`src/rtl/hdb3n_pkg.sv`:
```
// rtl/hdb3n_pkg.sv - shared constants and helpers for the HDBn line decoder
package hdb3n_pkg;

  // Line polarity as carried on the negative rail
  localparam logic POL_POS = 1'b0;
  localparam logic POL_NEG = 1'b1;

  localparam int DEF_ZERO_RUN   = 3;
  localparam int DEF_LOS_THRESH = 32;
  localparam int DEF_ERR_CNT_W  = 16;

  // Zero counter must hold the value LOS_THRESH itself (it saturates there)
  function automatic int zcnt_width(input int los_thresh);
    return $clog2(los_thresh + 1);
  endfunction

endpackage

```
`src/rtl/hdb3n_los_mon.sv`:
```
// rtl/hdb3n_los_mon.sv - loss-of-signal monitor: saturating zero-run counter and LOS flag
module hdb3n_los_mon
  import hdb3n_pkg::*;
#(
  parameter int LOS_THRESH = DEF_LOS_THRESH
) (
  input  logic i_clk,
  input  logic i_rst_n,
  input  logic i_valid,
  input  logic i_pulse,
  output logic o_los
);

  localparam int CW = zcnt_width(LOS_THRESH);
  localparam logic [CW-1:0] THRESH = CW'(LOS_THRESH);

  logic [CW-1:0] zcnt_q, zcnt_d;
  logic          los_q, los_d;

  // Count accepted zero samples; a pulse clears both the count and LOS
  always_comb begin
    zcnt_d = zcnt_q;
    los_d  = los_q;
    if (i_valid) begin
      if (i_pulse) begin
        zcnt_d = '0;
        los_d  = 1'b0;
      end else if (zcnt_q != THRESH) begin
        zcnt_d = zcnt_q + 1'b1;
        if (zcnt_d == THRESH) los_d = 1'b1;
      end
    end
  end

  // State registers with synchronous active-low reset
  always_ff @(posedge i_clk) begin
    if (!i_rst_n) begin
      zcnt_q <= '0;
      los_q  <= 1'b0;
    end else begin
      zcnt_q <= zcnt_d;
      los_q  <= los_d;
    end
  end

  assign o_los = los_q;

endmodule

```
`src/rtl/hdb3n_decode.sv`:
```
// rtl/hdb3n_decode.sv - HDBn dual-rail decoder to NRZ; HDB3N_ERR_CNT_EN enables the error counter
module hdb3n_decode
  import hdb3n_pkg::*;
#(
  parameter int ZERO_RUN   = DEF_ZERO_RUN,
  parameter int LOS_THRESH = DEF_LOS_THRESH,
  parameter int ERR_CNT_W  = DEF_ERR_CNT_W
) (
  input  logic                 i_clk,
  input  logic                 i_rst_n,
  input  logic                 i_valid,
  input  logic                 i_pos,
  input  logic                 i_neg,
  output logic                 o_data,
  output logic                 o_valid,
  output logic                 o_cv_err,
  output logic                 o_los,
  input  logic                 i_err_clr,
  output logic [ERR_CNT_W-1:0] o_err_cnt
);

  localparam int PW = $clog2(ZERO_RUN + 1);
  localparam logic [PW-1:0] PRIME_N = PW'(ZERO_RUN);

  // m_q[0] is the previous sample's mark, m_q[ZERO_RUN-1] the oldest
  logic [ZERO_RUN-1:0] m_q, m_d;
  logic [PW-1:0]       pcnt_q;
  logic                have_pulse_q, last_pol_q;
  logic                have_v_q, last_v_pol_q;
  logic                data_q, valid_q, cv_q;

  logic illegal, pulse, pol, viol, between, cv, primed;

  // Classify the incoming sample and detect bipolar violations
  always_comb begin
    illegal = i_pos & i_neg;
    pulse   = i_pos ^ i_neg;
    pol     = i_neg ? POL_NEG : POL_POS;
    viol    = pulse & have_pulse_q & (pol == last_pol_q);
    between = |m_q[ZERO_RUN-2:0];
    cv      = illegal
            | (viol & between)
            | (viol & have_v_q & (pol == last_v_pol_q));
    m_d     = {m_q[ZERO_RUN-2:0], pulse & ~viol};
    primed  = (pcnt_q == PRIME_N);
  end

  // Decode pipeline: a violation blanks the oldest slot (B or leading zero)
  always_ff @(posedge i_clk) begin
    if (!i_rst_n) begin
      m_q          <= '0;
      pcnt_q       <= '0;
      have_pulse_q <= 1'b0;
      last_pol_q   <= POL_POS;
      have_v_q     <= 1'b0;
      last_v_pol_q <= POL_POS;
      data_q       <= 1'b0;
      valid_q      <= 1'b0;
      cv_q         <= 1'b0;
    end else begin
      valid_q <= i_valid & primed;
      cv_q    <= i_valid & cv;
      if (i_valid) begin
        data_q <= viol ? 1'b0 : m_q[ZERO_RUN-1];
        m_q    <= m_d;
        if (pulse) begin
          have_pulse_q <= 1'b1;
          last_pol_q   <= pol;
        end
        if (viol) begin
          have_v_q     <= 1'b1;
          last_v_pol_q <= pol;
        end
        if (!primed) pcnt_q <= pcnt_q + 1'b1;
      end
    end
  end

  hdb3n_los_mon #(
    .LOS_THRESH(LOS_THRESH)
  ) u_los_mon (
    .i_clk  (i_clk),
    .i_rst_n(i_rst_n),
    .i_valid(i_valid),
    .i_pulse(pulse),
    .o_los  (o_los)
  );

  assign o_data   = data_q;
  assign o_valid  = valid_q;
  assign o_cv_err = cv_q;

`ifdef HDB3N_ERR_CNT_EN
  logic [ERR_CNT_W-1:0] err_cnt_q;

  // Saturating count of reported code violations; clear wins over increment
  always_ff @(posedge i_clk) begin
    if (!i_rst_n) begin
      err_cnt_q <= '0;
    end else if (i_err_clr) begin
      err_cnt_q <= '0;
    end else if (cv_q && (err_cnt_q != {ERR_CNT_W{1'b1}})) begin
      err_cnt_q <= err_cnt_q + 1'b1;
    end
  end

  assign o_err_cnt = err_cnt_q;
`else
  logic unused_err_clr;
  assign unused_err_clr = i_err_clr;
  assign o_err_cnt      = '0;
`endif

endmodule

```
`config.mk`:
```
export PLATFORM = sky130hd
export DESIGN_NAME = hdb3n_decode
export DESIGN_NICKNAME = d
export VERILOG_FILES = /design/src/rtl/hdb3n_pkg.sv /design/src/rtl/hdb3n_los_mon.sv /design/src/rtl/hdb3n_decode.sv
export SDC_FILE = /design/constraint.sdc
export NUM_CORES = 1
export LEC_CHECK = 0
export ABC_CLOCK_PERIOD_IN_PS = 2950
export BUFFER_PORTS_ARGS = -buffer_cell sky130_fd_sc_hd__buf_2
export CAP_MARGIN = 10
export CORE_UTILIZATION = 55
export DETAILED_ROUTE_END_ITERATION = 8
export PLACE_DENSITY = 0.83
export SETUP_SLACK_MARGIN = 0.05
export SLEW_MARGIN = 20
export SYNTH_ARGS = -nofsm -noshare
export SYNTH_HDL_FRONTEND = slang
export SYNTH_SLANG_ARGS = --single-unit
```
`constraint.sdc`:
```
create_clock -name i_clk -period 2.95 [get_ports i_clk]
set_clock_uncertainty 0.2 [all_clocks]
set_input_delay 0.4425 -clock i_clk [delete_from_list [all_inputs] [get_ports i_clk]]
set_output_delay 0.4425 -clock i_clk [all_outputs]
set_load 0.1 [all_outputs]
```
* Word-level counts from Yosys, hierarchy flattened
Cells that the tools add are included.
Cells by class: add/subtract/negate cells 2, reductions and logical operators 8, bitwise logic cells 14, shifts and indexed selects 0, div/mod/pow operators 0, $mul 0, eq/ne operators 5, multiplexer cells 7, magnitude comparators 0
Operator list (count):
- $mux W6 | 2
- $and A1 B1 Y1 | 9
- $reduce_and A2 Y1 | 4
- $add A6 B1 Y6 const B | 1
- $eq A6 B6 Y1 const B | 1
- $ne A6 B6 Y1 const B | 1
- $mux W1 | 5
- $reduce_bool A2 Y1 | 2
- $reduce_and A3 Y1 | 1
- $add A2 B1 Y2 const B | 1
- $eq A1 B1 Y1 | 2
- $eq A2 B2 Y1 const B | 1
- $not A1 Y1 | 2
- $or A1 B1 Y1 | 2
- $reduce_or A2 Y1 | 1
- $xor A1 B1 Y1 | 1
Word-level totals: bits in latches 0, memories kept 0, memory bits (read-only) 0, word-level logic and storage cells 47, memory bits (writable) 0, register bits 19, output and inout port bits 20, input bits 6

* Longest topological paths before layout
depth in word-level cells 7, mapped depth 5, depth with buffers taken out 5

* By module
Synthesis repeated with hierarchy kept, for this count alone.
Unflattened totals: cell total of the unflattened synthesis 116, area total of the unflattened synthesis 1079.8 um^2
By module, submodules not included:
- hdb3n_decode | instances 1, area an instance 636.9 um^2, seq. area each 240.2 um^2, cells an instance 68
- hdb3n_los_mon | instances 1, area an instance 442.9 um^2, seq. area each 140.1 um^2, cells an instance 48

* Least setup slack after synthesis
Ideal clock, no wire load.
path kind input -> register, start point input i_pos, end point register u_los_mon.zcnt_q[5], buffers on the path 1, cell stages on the path 5, arrival time 1.564 ns, setup time 0.076 ns, data required time 2.674 ns, path slack 1.111 ns, path through ha_1 -> buf_6 -> nand2b_4 -> or4_1 -> a21boi_0
On the way: longest elaborated chain between the ends 3
Ends and longest elaborated chain:
- start, declared | RTL line hdb3n_decode.sv:12 | input logic i_pos,
- $xor A1 B1 Y1 (*) | RTL line hdb3n_decode.sv:37 | pulse = i_pos ^ i_neg;
- $reduce_bool A2 Y1 (no source line)
- $reduce_and A2 Y1 (no source line)
- end signal, assigned | RTL line hdb3n_los_mon.sv:41 | zcnt_q <= zcnt_d;
- end, declared | RTL line hdb3n_los_mon.sv:17 | logic [CW-1:0] zcnt_q, zcnt_d;
Every way passes the cells marked *; elsewhere a longest branch is shown, timed or not. A chain may end at the register's enable or synchronous reset.

* Worst setup path after layout
start point input i_neg, end point register u_los_mon.zcnt_q[5]
On the way: longest elaborated chain between the ends 3
Ends and longest elaborated chain:
- start, declared | RTL line hdb3n_decode.sv:13 | input logic i_neg,
- $xor A1 B1 Y1 (*) | RTL line hdb3n_decode.sv:37
- $reduce_bool A2 Y1 (no source line)
- $reduce_and A2 Y1 (no source line)
Marked as above.

==> metrics.md <==
| Metric | Value |
|---|---|
| CTS tree | `done` |
| Post-route worst setup slack | `between 1 and 1.5 ns` |
| WL/cell | `11.3 um` |
| Finished layout cell area | `1080 um2` |
| CP Cell Sequence | `buf_2, ha_1, nand2b_4, or4_1, a21boi_0` |
| GPL Wtd Cong | `approximately 0.85` |
| Sequential fraction of the synthesis area | `approximately 36%` |
| Synth Area per Inst | `9.14 um2` |
| Synth top area share | `a little over a third` |
| Setup repair bufs after CTS | `0` |
| Vias in the first global route | `651` |
| First-pass GRT wire length | `2.68 mm` |
| RSZ-0062 raised after global routing | `no` |
| Port Buf Inserts | `8` |
| MaxCap Viol Count | `0` |
| Critical path required time | `2.97 ns` |
| Largest net degree at the start of global routing | `26` |
| Logic gate share of total power | `27.2%` |
| Placed Area | `around 1000 um2` |
| Synth-to-Final Area Change | `0.585%` |
| Max Clk Rate | `about 560 MHz` |
| Post-route ant nets | `0` |
| Fin crit share | `between 60% and 70%` |
| Met2 GRT Util | `between 30% and 40%` |
| Post-synth top cells | `19 x dfxtp_1, 16 x buf_4, 12 x nand2_1, 5 x nor2b_1` |
| Synth area leaders | `dfxtp_1 36%, buf_4 11%, ha_1 4.7%` |
| Final setup viols | `0` |
| Crit path time final | `1.77 ns` |
| Cell family with most CP delay | `simple AND/OR/NAND/NOR gates` |
| Storage cell area | `380 um2` |
| Met1 global-route usage | `20.5%` |
| Yosys warnings | `0` |
| Clock power share | `between 20 and 25%` |
| Int Pwr | `about 0.34 mW` |
| Layout cells sized above 1 | `roughly 14%` |
| Final wirelength | `1.68 mm` |
| Sequential power share | `approximately 50%` |
| Nets | `around 130` |
| H-tree depth | `1` |
| HPWL after DPL | `1.19 mm` |
| N_diodes | `0` |
| Number of flops mapped to enable cells by yosys | `0` |
| Pre-CTS setup slack | `0.851 ns` |
| Max-slew violations | `0` |
| Num rows | `15` |
| Post-synthesis cell area | `1070 um2` |
| Worst Path Max Fanout | `9` |
| Syn Inst Count | `117` |
| Worst-skew pair later-pin latency | `0.29 ns` |
| Hold Fails Final Rpt | `0` |
| Primary FF master, synth | `dfxtp_1` |
| Cell taking the most area after synthesis | `dfxtp_1` |
| FF+latch count, synth | `19` |
| Core ar. | `between 1500 and 2000 um2` |
| Outcome | `finished, final reports clean` |
| Type of the worst min-delay path | `input port to flop` |
| Die W | `46.1 um` |
| Total leakage power | `0.459 nW` |
| Routed via count | `769` |
| Count leader, synth | `dfxtp_1` |
| Multi-input logic area | `between 500 and 600 um2` |
| NetSw | `0.207 mW` |
| Worst endpoint data arrival time | `1.79 ns` |
| Post-DR vias/cell | `slightly above 5` |
| Initial antenna violation count | `0` |
| CTS resizes | `0` |
| Critical path launch point type | `input port` |
| Setup tns final | `0 ns` |
| Residual DRC | `0` |
| Global route hottest layer | `met2` |
| Sink Count | `19` |
| Initial Util | `60.0%` |
| Sw Ratio | `37.7%` |
| Fill count | `154` |
| I/O pins | `26` |
| Largest stage delay on the critical path | `0.46 ns` |
| Share of flip-flops with an asynchronous set or reset | `0%` |
| Crit end category | `flop` |
| Distinct cell type count after synthesis | `40` |
| Die Y | `about 46 um` |
| Number of CTS-inserted buffers | `3` |
| Initial drt markers | `11` |
| Slowest CP cell | `or4_1` |
| Min Hold Slack | `0.248 ns` |
| 1st-pass router iterations | `4` |
| PD cells | `510 nW/um2` |
| M3 GR Usage | `3.53%` |
| Total die area | `2130 um2` |
| GRT overflow | `0` |
| Maximum clock path buffer count | `2` |
| Gr usage total | `17.5%` |
| Critical path type | `input port to flop` |
| Worst VDD drop | `between 0.2 and 0.25 mV` |
| Buf/Inv on CP | `1` |
| CTS clk-pin slew, worst paths | `0.11 ns` |
| Post-cts hold buffer count | `0` |
| Root Driver | `clkbuf_4` |
## layout make-up
cell class	instances	area share, %
timing repair buffer	8	3.72
sequential	19	35.3
inverter	2	0.698
clock buffer	3	2.09
multi-input combinational	90	54.8
tap	25	2.91
clock inverter	1	0.465
## flip-flops by register name, indices dropped and copies added, names as in the netlist
register and cells:
have_v_q 1, pcnt_q 2, have_pulse_q 1, u_los_mon.o_los 1, last_v_pol_q 1, last_pol_q 1, o_data 1, o_cv_err 1
m_q 3, u_los_mon.zcnt_q 6, o_valid 1
## logic make-up after synthesis
| family | Yosys count | synth area share [%] |
|---|---|---|
| XOR/XNOR | 3 | 2.46 |
| adder cells (fa/ha/maj) | 4 | 4.68 |
| buffers and inverters | 23 | 14.6 |
| AND/OR/NAND/NOR | 38 | 21.2 |
| multiplexers | 4 | 3.74 |
| flip-flops | 19 | 35.6 |
| AO/OA/AOI/OAI | 25 | 17.4 |
| other | 1 | 0.351 |
## layout by cell type, fill, tap and decap left out, types with 4 or more instances in the layout
| cell | count |
|---|---|
| buf_2 | 8 |
| ha_1 | 4 |
| nor2b_1 | 5 |
| conb_1 | 16 |
| nand2_1 | 12 |
| dfxtp_1 | 19 |
| mux2i_1 | 4 |
| a21boi_0 | 4 |
| nand3_1 | 4 |
## routing by layer
layer  up-vias  wire (um)
met1       370        755
met2        13        882
met5         -          0
met4         0          0
li1        386          -
met3         0         39
## stage by stage
step	cells	power (mW)	utilization, %
floorplan	132	0.432	-
global placement	144	0.424	58.8
detailed placement	144	0.428	58.8
CTS	148	0.558	60.4
global route	148	0.580	60.4
finish	148	0.549	60.4
## path summary, 6_finish.rpt
| path | slack (ns) | from | cells after the start | end |
|---|---|---|---|---|
| max | 1.18 | i_neg | 5 | u_los_mon.zcnt_q[5] |
| min | 0.25 | i_neg | 3 | last_v_pol_q |
| max reg2reg | 1.35 | u_los_mon.zcnt_q[0] | 5 | u_los_mon.zcnt_q[2] |
| min reg2reg | 0.28 | have_v_q | 1 | have_v_q |
## worst min-delay path, cell delays in order
cell and delay [ns]:
buf_2 0.14, nand2_1 0.06, mux2i_1 0.06
## power by group through the flow
stage | Sequential [mW] | Combinational (mW) | Clock, mW
floorplan | 0.281 | 0.152 | 0
global placement | 0.278 | 0.146 | 0
detailed placement | 0.279 | 0.149 | 0
CTS | 0.273 | 0.149 | 0.136
global route | 0.274 | 0.158 | 0.149
finish | 0.273 | 0.149 | 0.127
Power figures use the tool's default switching activity.
